`config.mk`:
```
export PLATFORM = sky130hd
export DESIGN_NAME = branch_table_maintenance_controller
export DESIGN_NICKNAME = d
export VERILOG_FILES = /design/src/rtl/branch_table_maintenance_controller_pkg.sv /design/src/rtl/branch_table_maintenance_controller_fifo.sv /design/src/rtl/branch_table_maintenance_controller.sv
export SDC_FILE = /design/constraint.sdc
export NUM_CORES = 1
export LEC_CHECK = 0
export BUFFER_PORTS_ARGS = -buffer_cell sky130_fd_sc_hd__buf_4
export CORE_MARGIN = 4
export CORE_UTILIZATION = 45
export CTS_CLUSTER_SIZE = 25
export DETAILED_ROUTE_END_ITERATION = 12
export HOLD_SLACK_MARGIN = 0.1
export PLACE_DENSITY = 0.62
export SLEW_MARGIN = 10
export SYNTH_ARGS = -nofsm -noshare
export SYNTH_HDL_FRONTEND = slang
export SYNTH_SLANG_ARGS = --single-unit
export TNS_END_PERCENT = 5
```
`constraint.sdc`:
```
create_clock -name clk -period 6.27 [get_ports clk]
set_input_delay 1.5675 -clock clk [delete_from_list [all_inputs] [get_ports clk]]
set_output_delay 1.5675 -clock clk [all_outputs]
set_load 0.01 [all_outputs]
```
`src/rtl/branch_table_maintenance_controller_pkg.sv`:
```
// Shared types for the branch-predictor table maintenance controller.
// Holds the sweep/idle state encoding and the width of the target RAM data.
package branch_table_maintenance_controller_pkg;

  localparam int TARGET_W = 32;

  typedef enum logic {
    CLEAR = 1'b0,
    IDLE  = 1'b1
  } btm_state_t;

endpackage

```
`src/rtl/branch_table_maintenance_controller_fifo.sv`:
```
// Generic synchronous FIFO holding any packed type; push is refused when full, even while popping.
// Zero-latency head: data_out shows the oldest entry combinationally; clear empties it in one cycle.
module cva5_fifo #(
  parameter type DATA_TYPE = logic,
  parameter int  DEPTH     = 4
) (
  input  logic     clk,
  input  logic     rst,
  input  logic     clear,
  input  logic     push,
  input  logic     pop,
  input  DATA_TYPE data_in,
  output DATA_TYPE data_out,
  output logic     empty,
  output logic     full
);

  localparam int PW = $clog2(DEPTH);

  DATA_TYPE       mem [DEPTH];
  logic [PW:0]    wr_ptr;
  logic [PW:0]    rd_ptr;
  logic           do_push;
  logic           do_pop;

  assign empty   = (wr_ptr == rd_ptr);
  assign full    = (wr_ptr[PW] != rd_ptr[PW]) && (wr_ptr[PW-1:0] == rd_ptr[PW-1:0]);
  assign do_push = push && !full && !clear;
  assign do_pop  = pop && !empty && !clear;

  always_ff @(posedge clk or negedge rst) begin
    if (!rst) begin
      wr_ptr <= '0;
      rd_ptr <= '0;
    end else if (clear) begin
      wr_ptr <= '0;
      rd_ptr <= '0;
    end else begin
      if (do_push) wr_ptr <= wr_ptr + (PW+1)'(1);
      if (do_pop)  rd_ptr <= rd_ptr + (PW+1)'(1);
    end
  end

  // Storage carries no reset; the pointers alone define validity.
  always_ff @(posedge clk) begin
    if (do_push) mem[wr_ptr[PW-1:0]] <= data_in;
  end

  assign data_out = mem[rd_ptr[PW-1:0]];

endmodule

```
`src/rtl/branch_table_maintenance_controller.sv`:
```
// Owns the predictor tag/target RAM write ports: invalidation sweeps, single-entry invalidates, queued updates.
// One RAM write per cycle; updates land one cycle after acceptance at the earliest; upd_ready drops only when the queue is full.
module branch_table_maintenance_controller
  import branch_table_maintenance_controller_pkg::*;
#(
  parameter  int ENTRIES           = 512,
  parameter  int WAYS              = 2,
  parameter  int ENTRY_W           = 24,
  parameter  int UPDATE_FIFO_DEPTH = 4,
  localparam int ADDR_W            = $clog2(ENTRIES)
) (
  input  logic                clk,
  input  logic                rst,
  input  logic                flush_req,
  output logic                flush_done,
  output logic                busy,
  output logic                prediction_enable,
  input  logic                upd_valid,
  output logic                upd_ready,
  input  logic [ADDR_W-1:0]   upd_addr,
  input  logic [WAYS-1:0]     upd_way,
  input  logic                upd_target_en,
  input  logic [ENTRY_W-1:0]  upd_entry,
  input  logic [TARGET_W-1:0] upd_target,
  input  logic                inval_valid,
  input  logic [ADDR_W-1:0]   inval_addr,
  input  logic [WAYS-1:0]     inval_way,
  output logic [ADDR_W-1:0]   ram_addr,
  output logic [WAYS-1:0]     ram_we_tag,
  output logic [WAYS-1:0]     ram_we_target,
  output logic [ENTRY_W-1:0]  ram_tag_data,
  output logic [TARGET_W-1:0] ram_target_data
);

  typedef struct packed {
    logic [ADDR_W-1:0]   addr;
    logic [WAYS-1:0]     way;
    logic                target_en;
    logic [ENTRY_W-1:0]  entry;
    logic [TARGET_W-1:0] target;
  } bp_update_t;

  btm_state_t        state_q;
  logic [ADDR_W-1:0] cnt_q;
  logic              flush_done_q;

  bp_update_t fifo_in;
  bp_update_t fifo_head;
  logic       fifo_empty;
  logic       fifo_full;
  logic       fifo_push;
  logic       fifo_pop;
  logic       fifo_clear;
  logic       idle_active;

  // IDLE cycles without a flush are the only ones that touch the queue or issue non-sweep writes.
  assign idle_active = (state_q == IDLE) && !flush_req;

  assign fifo_in    = '{addr: upd_addr, way: upd_way, target_en: upd_target_en,
                        entry: upd_entry, target: upd_target};
  assign fifo_push  = idle_active && upd_valid && !fifo_full;
  assign fifo_pop   = idle_active && !inval_valid && !fifo_empty;
  assign fifo_clear = (state_q == IDLE) && flush_req;

  cva5_fifo #(
    .DATA_TYPE (bp_update_t),
    .DEPTH     (UPDATE_FIFO_DEPTH)
  ) u_update_fifo (
    .clk      (clk),
    .rst      (rst),
    .clear    (fifo_clear),
    .push     (fifo_push),
    .pop      (fifo_pop),
    .data_in  (fifo_in),
    .data_out (fifo_head),
    .empty    (fifo_empty),
    .full     (fifo_full)
  );

  always_ff @(posedge clk or negedge rst) begin
    if (!rst) begin
      state_q      <= CLEAR;
      cnt_q        <= '0;
      flush_done_q <= 1'b0;
    end else begin
      flush_done_q <= 1'b0;
      case (state_q)
        CLEAR: begin
          if (flush_req) begin
            cnt_q <= '0;
          end else if (cnt_q == ADDR_W'(ENTRIES - 1)) begin
            state_q      <= IDLE;
            cnt_q        <= '0;
            flush_done_q <= 1'b1;
          end else begin
            cnt_q <= cnt_q + ADDR_W'(1);
          end
        end
        IDLE: begin
          if (flush_req) begin
            state_q <= CLEAR;
            cnt_q   <= '0;
          end
        end
        default: begin
          state_q <= CLEAR;
          cnt_q   <= '0;
        end
      endcase
    end
  end

  assign busy              = (state_q == CLEAR);
  assign prediction_enable = ~busy;
  assign flush_done        = flush_done_q;
  // Sweeps and flushes swallow updates so the producer never stalls on a table that is being wiped.
  assign upd_ready         = busy || flush_req || !fifo_full;

  always_comb begin
    ram_addr        = '0;
    ram_we_tag      = '0;
    ram_we_target   = '0;
    ram_tag_data    = '0;
    ram_target_data = '0;
    if (state_q == CLEAR) begin
      ram_addr   = cnt_q;
      ram_we_tag = '1;
    end else if (idle_active) begin
      if (inval_valid) begin
        ram_addr   = inval_addr;
        ram_we_tag = inval_way;
      end else if (!fifo_empty) begin
        ram_addr     = fifo_head.addr;
        ram_we_tag   = fifo_head.way;
        ram_tag_data = fifo_head.entry;
        if (fifo_head.target_en) begin
          ram_we_target   = fifo_head.way;
          ram_target_data = fifo_head.target;
        end
      end
    end
  end

endmodule

```
==> impl_metrics.py <==
metrics = {
    "critical_path": {
        "r2r_start": "prediction_enable",
        "crit_path_cell_trace": "buf_4 > nand2b_1 > a311o_2 > nor2b_1 > buf_4",
        "slowest_stage": "a311o_2",
        "worstSetupStartpointType": "input pin",
        "r2r_setup_slack_ns": 2.87,
        "worstPathArrival_ns": 3.35,
        "cp_top_family": "compound AO/OA/AOI/OAI gates",
        "worstPathRequired_ns": 4.70,
        "regToRegEndpoint": "u_update_fifo.mem[0][30]",
        "worst-r2r-cell-count": 4,
        "worst_setup_end_kind": "output pin",
        "critical_path_peak_fanout": 25,
        "crit_path_frequent_cell": "buf_4",
        "worst-setup-path-type": "input pin to output pin",
        "path_buf_inv": 2,
        "worst_path_largest_cell_delay_ns": 0.76,
    },
    "grt": {
        "grt_pass1_wl_um": 35400,
        "top_usage_layer": "met2",
        "grt_overflow_total": 0,
        "pin_count_of_the_biggest_net_entering_global_routing": 69,
        "gr-usage-met1_pct": 21.8,
        "vias_in_the_first_global_route": 6233,
        "gr-usage-all-layers_pct": 16.0,
        "met3_capacity_usage_during_global_routing_pct": 4.69,
        "grt_util_met2_pct": 26.0,
        "grt_antenna_before_repair": 0,
    },
    "clock_network": {
        "inserted_clock_buffers": 30,
        "cts.repair_timing.setup_buffer_count": 0,
        "holdBufCountCts": 0,
        "ctsLongestPathBuffers": 3,
        "cts_htree_levels": 1,
        "clock_transition_at_the_registers_of_the_reported_paths_ns": 0.06,
        "clkLatencyLatePin_ns": 0.55,
        "cts_resized": 0,
        "numClockSinks": 289,
        "cts_root_buffer": "clkbuf_16",
        "cts_tree": "done",
    },
    "floorplanning": {
        "row_count": 57,
        "die_area_um2": 27900,
        "die_width_um": 167,
        "design.core.area_um2": 24600,
        "die_height_um": 167,
        "ioPinCount": 157,
        "initial_core_util_pct": 46.3,
    },
    "yosys": {
        "synth.mux.area_fraction_pct": 13.5,
        "post_synth_instance_area_um2": 11400,
        "synth_simple_gate_area_share_pct": 4.90,
        "synth_cell_types": 44,
        "largest_family_of_logic_cells_by_synthesized_area": "multiplexers",
        "seq_area_frac_synth_pct": 75.5,
        "ys_warn_count": 0,
        "yosys_register_bits": 289,
        "netlist_top_cells_area": "edfxtp_1, mux4_2, dfrtp_1",
        "synth.largest_area_cell": "edfxtp_1",
        "synth-compound-area-share_pct": 3.13,
        "synthesis.instances": 553,
        "mappedNetlistNets": 644,
        "yosys.area_share.adder_pct": 0.769,
        "synth-xor-area-share_pct": 0.516,
        "avgSynthCellArea_um2": 20.6,
        "post-synth-top-area-fraction_pct": 71.7,
    },
    "drt": {
        "drt-initial-drc-count": 404,
        "totalWireLength_um": 22700,
        "via_per_inst": 5.41,
        "num_vias": 5734,
        "route.detailed.drc": 0,
        "postRouteAntennaNets": 0,
        "iteration_count_of_the_initial_detailed_routing_pass": 5,
        "wl_per_instance_um": 21.4,
    },
    "sta": {
        "fin_setup_tns_ns": 0,
        "setup_repair_after_global_routing_missed_its_margin": "no",
        "worst_slew_pin_slew_ns": 1.13,
        "timing.slew.headroom_pct": 24.6,
        "final-setup-viol-count": 0,
        "final.period_utilization_pct": 78.5,
        "final_hold_fails": 0,
        "final.setup_skew_ns": 0.0134,
        "timing.final.max_slew_violations": 0,
        "fmax_mhz": 203,
        "clock_period_minus_worst_slack_ns": 4.92,
    },
    "finish": {
        "area_growth_syn_to_layout_pct": 20.7,
        "nets": 807,
        "stdcell_count": 1060,
        "multiInputGateArea_um2": 2620,
        "final_layout_size_suffix_gt1_share_pct": 37.8,
        "ff_latch_area_um2": 8600,
        "fillCellCount": 1909,
        "commonest_cells_after_routing_fill_and_taps_aside": "edfxtp_1, buf_4, mux4_2",
        "layout_commonest_cell": "edfxtp_1",
        "antenna_cells_inserted": 0,
    },
    "place": {
        "port_buffers": 156,
        "hpwlAfterDp_um": 13200,
        "gp_congestion": 0.793,
        "placed_cells": 1008,
    },
    "status": {
        "outcome": "finished clean",
    },
    "hold_path": {
        "worst_hold_startpoint": "cnt_q[4]",
        "timing.hold.worst_path_depth": 1,
        "timing.hold.worst.class": "register to register",
        "holdPathEnd": "cnt_q[4]",
    },
    "pwr": {
        "p_per_area_nw_per_um2": 282,
        "vdd.ir_drop.worst_mv": 0.246,
        "leakage_nw": 4.71,
    },
    "job": {
        "cap_viol_max_count": 0,
    },
}
-- how the worst max path moves through the flow --
stage,from,to,slack (ns),cells past startpoint
after floorplan,flush_req,ram_tag_data[10],2.07,5
after CTS,flush_req,ram_tag_data[4],1.32,5
after global routing,u_update_fifo.rd_ptr[0],ram_tag_data[23],1.19,4
after detailed placement,flush_req,ram_tag_data[4],1.33,5
final,flush_req,ram_tag_data[4],1.35,5
after global placement,flush_req,ram_tag_data[4],1.36,5
-- worst reg2reg max path: cells and delay by family (launching register included) --
kind / cells / cell delay [ns]
DFF: 1 / 0.65
buffers and inverters: 2 / 0.88
and+or+nand+nor: 2 / 1.53
-- layout make-up --
class | instances | share of cell area (%)
inverter | 10 | 0.273
tap | 324 | 2.95
clock buffer | 37 | 5.65
timing repair buffer | 160 | 8.74
multi-input combinational | 225 | 19.1
clock inverter | 15 | 0.783
sequential | 289 | 62.6
-- flip-flops by register name (all words and copies together), names as in the netlist --
| register | flops |
|---|---|
| u_update_fifo.mem | 272 |
| flush_done | 1 |
| prediction_enable | 1 |
| u_update_fifo.wr_ptr | 3 |
| u_update_fifo.rd_ptr | 3 |
| cnt_q | 9 |
-- power breakdown --
group	leakage, nW	switching (mW)	internal, mW	total, mW
combinational	1.63	0.0605	0.0907	0.151
sequential	2.66	0.0185	2.11	2.13
clock	0.426	0.683	0.912	1.59
total	4.71	0.762	3.12	3.88
-- stage by stage --
stage	worst slack (ns)	util (%)	hold WS, ns	power, mW	area [µm²]
after detailed placement	1.33	52.3	0.546	2.33	12900
final	1.35	55.9	0.550	3.88	13700
after floorplan	2.07	-	0.494	2.25	11400
after global placement	1.36	52.3	0.536	2.32	12900
after CTS	1.32	55.9	0.555	3.92	13700
after global routing	1.19	55.9	0.586	4.02	13700
-- logic make-up (layout without fill, tap and decap cells) --
| kind of cell | Yosys count | in the layout |
|---|---|---|
| and+or+nand+nor | 96 | 96 |
| buffers and inverters | 39 | 222 |
| adders and majority gates | 7 | 7 |
| DFF | 289 | 289 |
| muxes | 69 | 69 |
| xor gates and xnor gates | 5 | 5 |
| AOI/OAI and AO/OA | 48 | 48 |
-- layer usage --
metal | wire length [µm] | vias up
li1 | - | 2571
met1 | 9600 | 2944
met2 | 10800 | 185
met3 | 1820 | 34
met4 | 444 | 0
met5 | 0 | -
-- synth_stat cells, drive strengths merged --
cell,count
edfxtp,272
mux4,68
nor2b,57
buf,19
dfrtp,17
o21ai,12
a22oi,11
nor2,11
clkbuf,10
inv,9
nand2,9
and3,7
ha,7
o22ai,5
o2bb2ai,5
a22o,4
xnor2,4
a31oi,3
nor3b,3
a211o,2
nand3,2
or3,2
a21o,1
a21oi,1
a221o,1
a311o,1
a32o,1
and2,1
clkinv,1
mux2i,1
nand2b,1
nand4,1
nor3,1
nor4,1
o221ai,1
xor2,1
Note: power is estimated with default switching activity, not from simulation.
